==> src/rtl/accel_bus_pkg.sv <==
// ============================================================================
// accel_bus_pkg : shared constants for the accelerator Wishbone initiator
// Rev 1.0
// ============================================================================
`default_nettype none

package accel_bus_pkg;

    localparam int ACCEL_ADDR_W = 28;
    localparam int ACCEL_DATA_W = 32;

    typedef logic [1:0] state_t;

    localparam state_t IDLE = 2'd0;
    localparam state_t BUS  = 2'd1;
    localparam state_t RESP = 2'd2;

    // Bit index of the timeout flag inside a future multi-bit error code.
    localparam int RSP_ERR_TIMEOUT = 0;

endpackage

`default_nettype wire

==> src/rtl/wb_initiator_if.sv <==
// ============================================================================
// wb_initiator_if : command/response channels plus Wishbone classic bus
// Rev 1.0
// ============================================================================
`default_nettype none

interface wb_initiator_if #(
    parameter int ADDR_W = accel_bus_pkg::ACCEL_ADDR_W,
    parameter int DATA_W = accel_bus_pkg::ACCEL_DATA_W
);
    logic                  cmd_valid;
    logic                  cmd_ready;
    logic                  cmd_we;
    logic [ADDR_W-1:0]     cmd_addr;
    logic [DATA_W-1:0]     cmd_wdata;
    logic [DATA_W/8-1:0]   cmd_sel;

    logic                  rsp_valid;
    logic                  rsp_ready;
    logic [DATA_W-1:0]     rsp_rdata;
    logic                  rsp_err;

    logic                  wb_cyc_o;
    logic                  wb_stb_o;
    logic                  wb_we_o;
    logic [DATA_W/8-1:0]   wb_sel_o;
    logic [ADDR_W-1:0]     wb_adr_o;
    logic [DATA_W-1:0]     wb_dat_o;
    logic [DATA_W-1:0]     wb_dat_i;
    logic                  wb_ack_i;

    // master: the initiator itself; slave: requester plus Wishbone target side
    modport master (
        input  cmd_valid, cmd_we, cmd_addr, cmd_wdata, cmd_sel, rsp_ready,
               wb_dat_i, wb_ack_i,
        output cmd_ready, rsp_valid, rsp_rdata, rsp_err,
               wb_cyc_o, wb_stb_o, wb_we_o, wb_sel_o, wb_adr_o, wb_dat_o
    );

    modport slave (
        output cmd_valid, cmd_we, cmd_addr, cmd_wdata, cmd_sel, rsp_ready,
               wb_dat_i, wb_ack_i,
        input  cmd_ready, rsp_valid, rsp_rdata, rsp_err,
               wb_cyc_o, wb_stb_o, wb_we_o, wb_sel_o, wb_adr_o, wb_dat_o
    );

endinterface

`default_nettype wire

==> src/rtl/wb_initiator.sv <==
// ============================================================================
// wb_initiator : single-outstanding Wishbone classic initiator with timeout
// Rev 1.0
// ============================================================================
`default_nettype none

module wb_initiator #(
    parameter int ADDR_W  = accel_bus_pkg::ACCEL_ADDR_W,
    parameter int DATA_W  = accel_bus_pkg::ACCEL_DATA_W,
    parameter int TIMEOUT = 255,
    parameter int CNT_W   = (TIMEOUT > 0) ? $clog2(TIMEOUT + 1) : 1
) (
    input  wire logic       clk,
    input  wire logic       rst_n,
    wb_initiator_if.master  bus
);
    import accel_bus_pkg::*;

    localparam int                SEL_W      = DATA_W / 8;
    localparam logic [CNT_W-1:0]  c_cnt_max  = CNT_W'(TIMEOUT);
    localparam logic [CNT_W-1:0]  c_cnt_last = (TIMEOUT > 0) ? CNT_W'(TIMEOUT - 1) : '0;

    state_t              r_state, w_state;
    logic [CNT_W-1:0]    r_cnt, w_cnt;
    logic                r_cyc, w_cyc;
    logic                r_stb, w_stb;
    logic                r_we, w_we;
    logic [SEL_W-1:0]    r_sel, w_sel;
    logic [ADDR_W-1:0]   r_adr, w_adr;
    logic [DATA_W-1:0]   r_dat, w_dat;
    logic                r_rsp_valid, w_rsp_valid;
    logic [DATA_W-1:0]   r_rsp_rdata, w_rsp_rdata;
    logic                r_rsp_err, w_rsp_err;
    logic                w_timeout;

    assign w_timeout = (TIMEOUT != 0) && (r_cnt == c_cnt_last);

    always_ff @(posedge clk or negedge rst_n) begin
        if (!rst_n) begin
            r_state     <= IDLE;
            r_cnt       <= '0;
            r_cyc       <= 1'b0;
            r_stb       <= 1'b0;
            r_we        <= 1'b0;
            r_sel       <= '0;
            r_adr       <= '0;
            r_dat       <= '0;
            r_rsp_valid <= 1'b0;
            r_rsp_rdata <= '0;
            r_rsp_err   <= 1'b0;
        end else begin
            r_state     <= w_state;
            r_cnt       <= w_cnt;
            r_cyc       <= w_cyc;
            r_stb       <= w_stb;
            r_we        <= w_we;
            r_sel       <= w_sel;
            r_adr       <= w_adr;
            r_dat       <= w_dat;
            r_rsp_valid <= w_rsp_valid;
            r_rsp_rdata <= w_rsp_rdata;
            r_rsp_err   <= w_rsp_err;
        end
    end

    always_comb begin
        w_state = r_state;
        case (r_state)
            IDLE:    if (bus.cmd_valid) w_state = BUS;
            BUS:     if (bus.wb_ack_i || w_timeout) w_state = RESP;
            RESP:    if (r_rsp_valid && bus.rsp_ready) w_state = IDLE;
            default: w_state = IDLE;
        endcase
    end

    // Next values of every registered output; ack takes priority over timeout.
    always_comb begin
        w_cnt       = r_cnt;
        w_cyc       = r_cyc;
        w_stb       = r_stb;
        w_we        = r_we;
        w_sel       = r_sel;
        w_adr       = r_adr;
        w_dat       = r_dat;
        w_rsp_valid = r_rsp_valid;
        w_rsp_rdata = r_rsp_rdata;
        w_rsp_err   = r_rsp_err;
        case (r_state)
            IDLE: begin
                if (bus.cmd_valid) begin
                    w_cyc = 1'b1;
                    w_stb = 1'b1;
                    w_we  = bus.cmd_we;
                    w_sel = bus.cmd_sel;
                    w_adr = bus.cmd_addr;
                    w_dat = bus.cmd_wdata;
                    w_cnt = '0;
                end
            end
            BUS: begin
                if (r_cnt != c_cnt_max) w_cnt = r_cnt + CNT_W'(1);
                if (bus.wb_ack_i) begin
                    w_cyc       = 1'b0;
                    w_stb       = 1'b0;
                    w_rsp_valid = 1'b1;
                    w_rsp_err   = 1'b0;
                    w_rsp_rdata = r_we ? '0 : bus.wb_dat_i;
                end else if (w_timeout) begin
                    w_cyc       = 1'b0;
                    w_stb       = 1'b0;
                    w_rsp_valid = 1'b1;
                    w_rsp_err   = 1'b1;
                    w_rsp_rdata = '0;
                end
            end
            RESP: begin
                if (bus.rsp_ready) w_rsp_valid = 1'b0;
            end
            default: ;
        endcase
    end

    assign bus.cmd_ready = (r_state == IDLE);
    assign bus.rsp_valid = r_rsp_valid;
    assign bus.rsp_rdata = r_rsp_rdata;
    assign bus.rsp_err   = r_rsp_err;
    assign bus.wb_cyc_o  = r_cyc;
    assign bus.wb_stb_o  = r_stb;
    assign bus.wb_we_o   = r_we;
    assign bus.wb_sel_o  = r_sel;
    assign bus.wb_adr_o  = r_adr;
    assign bus.wb_dat_o  = r_dat;

endmodule

`default_nettype wire

==> src/flat_wrapper.sv <==
// flat-port wrapper written by rule: the top's interface ports become plain ports
module wb_initiator_flat import accel_bus_pkg::*;
#(
    parameter int ADDR_W  = accel_bus_pkg::ACCEL_ADDR_W,
    parameter int DATA_W  = accel_bus_pkg::ACCEL_DATA_W,
    parameter int TIMEOUT = 255,
    parameter int CNT_W   = (TIMEOUT > 0) ? $clog2(TIMEOUT + 1) : 1
)
  (clk, rst_n, bus_cmd_valid, bus_cmd_we, bus_cmd_addr, bus_cmd_wdata, bus_cmd_sel, bus_rsp_ready, bus_wb_dat_i, bus_wb_ack_i, bus_cmd_ready, bus_rsp_valid, bus_rsp_rdata, bus_rsp_err, bus_wb_cyc_o, bus_wb_stb_o, bus_wb_we_o, bus_wb_sel_o, bus_wb_adr_o, bus_wb_dat_o);
  wb_initiator_if #(.ADDR_W(ADDR_W), .DATA_W(DATA_W)) bus_i ();
  input  wire logic clk;
  input  wire logic rst_n;
  input wire logic [$bits(bus_i.cmd_valid)-1:0] bus_cmd_valid;
  input wire logic [$bits(bus_i.cmd_we)-1:0] bus_cmd_we;
  input wire logic [$bits(bus_i.cmd_addr)-1:0] bus_cmd_addr;
  input wire logic [$bits(bus_i.cmd_wdata)-1:0] bus_cmd_wdata;
  input wire logic [$bits(bus_i.cmd_sel)-1:0] bus_cmd_sel;
  input wire logic [$bits(bus_i.rsp_ready)-1:0] bus_rsp_ready;
  input wire logic [$bits(bus_i.wb_dat_i)-1:0] bus_wb_dat_i;
  input wire logic [$bits(bus_i.wb_ack_i)-1:0] bus_wb_ack_i;
  output wire logic [$bits(bus_i.cmd_ready)-1:0] bus_cmd_ready;
  output wire logic [$bits(bus_i.rsp_valid)-1:0] bus_rsp_valid;
  output wire logic [$bits(bus_i.rsp_rdata)-1:0] bus_rsp_rdata;
  output wire logic [$bits(bus_i.rsp_err)-1:0] bus_rsp_err;
  output wire logic [$bits(bus_i.wb_cyc_o)-1:0] bus_wb_cyc_o;
  output wire logic [$bits(bus_i.wb_stb_o)-1:0] bus_wb_stb_o;
  output wire logic [$bits(bus_i.wb_we_o)-1:0] bus_wb_we_o;
  output wire logic [$bits(bus_i.wb_sel_o)-1:0] bus_wb_sel_o;
  output wire logic [$bits(bus_i.wb_adr_o)-1:0] bus_wb_adr_o;
  output wire logic [$bits(bus_i.wb_dat_o)-1:0] bus_wb_dat_o;
  assign bus_i.cmd_valid = bus_cmd_valid;
  assign bus_i.cmd_we = bus_cmd_we;
  assign bus_i.cmd_addr = bus_cmd_addr;
  assign bus_i.cmd_wdata = bus_cmd_wdata;
  assign bus_i.cmd_sel = bus_cmd_sel;
  assign bus_i.rsp_ready = bus_rsp_ready;
  assign bus_i.wb_dat_i = bus_wb_dat_i;
  assign bus_i.wb_ack_i = bus_wb_ack_i;
  assign bus_cmd_ready = bus_i.cmd_ready;
  assign bus_rsp_valid = bus_i.rsp_valid;
  assign bus_rsp_rdata = bus_i.rsp_rdata;
  assign bus_rsp_err = bus_i.rsp_err;
  assign bus_wb_cyc_o = bus_i.wb_cyc_o;
  assign bus_wb_stb_o = bus_i.wb_stb_o;
  assign bus_wb_we_o = bus_i.wb_we_o;
  assign bus_wb_sel_o = bus_i.wb_sel_o;
  assign bus_wb_adr_o = bus_i.wb_adr_o;
  assign bus_wb_dat_o = bus_i.wb_dat_o;
  wb_initiator #(.ADDR_W(ADDR_W), .DATA_W(DATA_W), .TIMEOUT(TIMEOUT), .CNT_W(CNT_W)) u_core (.clk(clk), .rst_n(rst_n), .bus(bus_i));
endmodule
==> config.mk <==
export PLATFORM = sky130hd
export DESIGN_NAME = wb_initiator_flat
export DESIGN_NICKNAME = d
export VERILOG_FILES = /design/src/rtl/accel_bus_pkg.sv /design/src/rtl/wb_initiator_if.sv /design/src/rtl/wb_initiator.sv /design/src/flat_wrapper.sv
export SDC_FILE = /design/constraint.sdc
export NUM_CORES = 1
export LEC_CHECK = 0
export CAP_MARGIN = 5
export CORE_AREA = 2 2 108 110
export DETAILED_ROUTE_END_ITERATION = 10
export DIE_AREA = 0 0 110 112
export PLACE_DENSITY = 0.79
export SYNTH_ARGS = -nofsm -noshare
export SYNTH_HDL_FRONTEND = slang
export SYNTH_SLANG_ARGS = --single-unit
export TNS_END_PERCENT = 100
==> constraint.sdc <==
create_clock -name clk -period 1.9 [get_ports clk]
set_input_delay 0.285 -clock clk [delete_from_list [all_inputs] [get_ports clk]]
set_output_delay 0.285 -clock clk [all_outputs]
set_load 0.02 [all_outputs]
==> flow_metrics.tcl <==
set metrics [dict create \
    status "finished, final reports clean" \
    cp_data_required_time_ps 1620 \
    synth_compound_area_frac 0.106 \
    synth_area_leader_cell "dfrtp_1" \
    arrival_ps 1540 \
    cts_inserted_buffers 9 \
    vias_per_cell 5.24 \
    hold_viol 0 \
    p_comb_frac 0.509 \
    cts_setup_buffers 0 \
    crit_path_start "u_core.bus.wb_we_o" \
    antenna_found_initial 0 \
    intPower_w 0.00791 \
    synth-xor-area-share 0 \
    synth_adder_area_share 0.00542 \
    start_util 0.413 \
    cp-end-kind "output pin" \
    r2r-start "u_core.r_state[1]" \
    row_count 39 \
    min_period_ps 1820 \
    path_cells "clkdlybuf4s50_1" \
    die_h_um 112 \
    mappedNetlistArea_sq_um 4620 \
    setup.worst_path.class "flop to output pin" \
    drc_errors 0 \
    yosysWarnings 0 \
    synth.avg_cell_area_sq_um 14.3 \
    dr_total_vias 3529 \
    drive_gt1_frac 0.186 \
    place_area_sq_um 6780 \
    grt_pass1_vias 3673 \
    power_density_nw_per_um2 1740 \
    port_buffers 203 \
    pwr-share-clk 0.155 \
    worst_slew_pin_slew_ps 1010 \
    hold_path_class "input port to async pin" \
    cap_viol_max_count 0 \
    dr.pass1.iters 4 \
    die_x_um 110 \
    htreeDepth 3 \
    path_depth 1 \
    drt_iter0_drc 228 \
    async_flop_share 1.00 \
    peakVddDrop_mv 0.912 \
    wirelength_um 11800 \
    rsz0062_at_grt "false" \
    diodes 0 \
    grt_pass1_wl_um 18400 \
    hpwl_um 8150 \
    ys_top_cells_by_area "dfrtp_1, mux2_2, a221o_1, and2_1, buf_6" \
    crit_family "buffers and inverters" \
    period_share 0.959 \
    synth-seq-cells 110 \
    fmax_mhz 549 \
    leakagePower_nw 2.88 \
    cp_slowest_cell "clkdlybuf4s50_1" \
    synth_edf_count 0 \
    fin_nets 630 \
    grtUsageTotal 0.189 \
    synth_top_family_by_area "multiplexers" \
    power_w 0.0124 \
    reg2reg_setup_slack_ps 170 \
    report.final.slew_viol_count 0 \
    yosysSeqAreaShare 0.596 \
    synthSimpleGateAreaFrac 0.0924 \
    synth_cell_type_count 42 \
    numClockSinks 110 \
    slowest_delay_ps 670 \
    gp_congestion 0.721 \
    final_area_sq_um 7110 \
    synth_mux_area_frac 0.161 \
    core_sq_um 11200 \
    syn_inst 322 \
    pin_count 204 \
    grt_max_degree 62 \
    root_buffer "clkbuf_16" \
    syn_nets 426 \
    switchingPower_w 0.00448 \
    cts_tree "done" \
    critPathCapture "bus_wb_we_o" \
    fillCellCount 856 \
    r2r_end "u_core.bus.rsp_rdata[2]" \
    path_clk_slew_ps 70 \
    clock_path_buffers 2 \
    seqCellArea_sq_um 2750 \
    switching_share 0.361 \
    clk-insertion-delay-late_ps 340 \
    antenna_left 0 \
    slew_headroom 0.325 \
    path_max_fanout 5 \
    grt-ovfl-total 0 \
    synth_top_area_frac 0.596 \
    wl_per_cell_um 17.5 \
    die_area_sq_um 12300 \
    synth_ff_type "dfrtp_1" \
    setup_viol 0 \
    area_delta_synth_final_pct 53.9 \
    power_frac_seq 0.336 \
    cp_num_buf_inv 1 \
    multi_input_area_sq_um 1710 \
    clock_skew_ps 9.56 \
    cp-start-kind "flop" \
    reg2regPathDepth 3 \
    finish.utilization 0.636 \
]
cell families (layout without fill, tap and decap cells):
group	Yosys count	count (layout)
compound gates	55	55
buf+inv	22	230
simple gates	67	68
fa+ha+maj	2	2
flops	110	110
mux	66	66
cells in the mapped netlist (4+ instances only):
cell type / number
buf_2: 4
buf_4: 5
a221o_1: 31
nand2_1: 5
dfrtp_1: 110
mux2_2: 65
and2_1: 34
nor2_1: 4
a21oi_1: 7
nor3_1: 6
buf_6: 10
cells in the final DEF (no fill, tap or decap), types with 2 or more instances in the layout:
cell type / count
nor3_1: 6
clkbuf_16: 9
and4_1: 2
a41o_1: 2
and2_1: 34
a221o_1: 31
nor3b_4: 2
a31oi_1: 2
dfrtp_1: 110
ha_1: 2
nand4_1: 2
buf_12: 4
mux2_2: 65
buf_4: 6
and3_1: 2
a21oi_1: 7
clkinv_4: 2
nand4b_1: 2
nand2_1: 5
o21ai_0: 2
nor2_1: 4
clkdlybuf4s50_1: 201
registers in the layout (all words and copies together), names as in the netlist:
signal,flops
u_core.bus.rsp_rdata,32
u_core.bus.wb_dat_o,32
u_core.bus.wb_adr_o,28
u_core.r_cnt,8
u_core.bus.wb_sel_o,4
u_core.r_state,2
u_core.bus.rsp_err,1
u_core.bus.rsp_valid,1
u_core.bus.wb_stb_o,1
u_core.bus.wb_we_o,1
power by group through the flow:
stage | clock [W] | combinational (W) | sequential, W
2_1_floorplan | 0 | 0.00221 | 0.00540
3_3_place_gp | 0 | 0.00620 | 0.00412
3_5_place_dp | 0 | 0.00635 | 0.00417
4_1_cts | 0.00196 | 0.00636 | 0.00416
5_1_grt | 0.00208 | 0.00669 | 0.00432
6_report | 0.00192 | 0.00631 | 0.00416
routing by layer:
layer | wire [um] | share of wire | vias to the layer above | GRT usage
met2 | 5770 | 0.49 | 188 | 0.303
li1 | - | - | 1603 | -
met5 | 0 | 0 | - | 0
met4 | 125 | 0.011 | 0 | 0.0599
met1 | 4700 | 0.40 | 1722 | 0.245
met3 | 1180 | 0.10 | 16 | 0.0550
layout make-up:
| cell class | instances | share of cell area |
|---|---|---|
| Clock buffer | 10 | 0.0336 |
| Multi-Input combinational cell | 191 | 0.241 |
| Clock inverter | 6 | 0.00968 |
| Inverter | 1 | 0.000528 |
| Timing Repair Buffer | 213 | 0.303 |
| Sequential cell | 110 | 0.387 |
| Tap cell | 143 | 0.0252 |
worst min path at each step:
stage / end / slack [ps] / cells after the start
6_report: u_core.bus.wb_sel_o[2] / 450 / 2
5_1_grt: u_core.bus.wb_sel_o[2] / 500 / 2
4_1_cts: u_core.bus.wb_sel_o[2] / 450 / 2
3_5_place_dp: u_core.bus.wb_sel_o[2] / 290 / 1
3_3_place_gp: u_core.bus.wb_sel_o[2] / 270 / 1
2_1_floorplan: u_core.bus.rsp_err / -10 / 0
metrics by stage:
step / setup TNS, ps / setup WS, ps / std cells / hold slack (ps)
CTS: 0 / 23.6 / 673 / 454
detailed placement: -5820 / -204 / 656 / 286
global route: 0 / 23.1 / 674 / 497
global placement: -3920 / -128 / 656 / 274
floorplan: 0 / 409 / 322 / -10.6
finish: 0 / 78.3 / 674 / 448
timing repair:
action	in CTS	in global routing
resized for setup	1	0
pin swaps	0	1
hold buffers	1	0
gates cloned	0	1
endpoints found under the hold margin	34	0
endpoints found under the setup margin	1	31
Power figures use the tool's default switching activity.
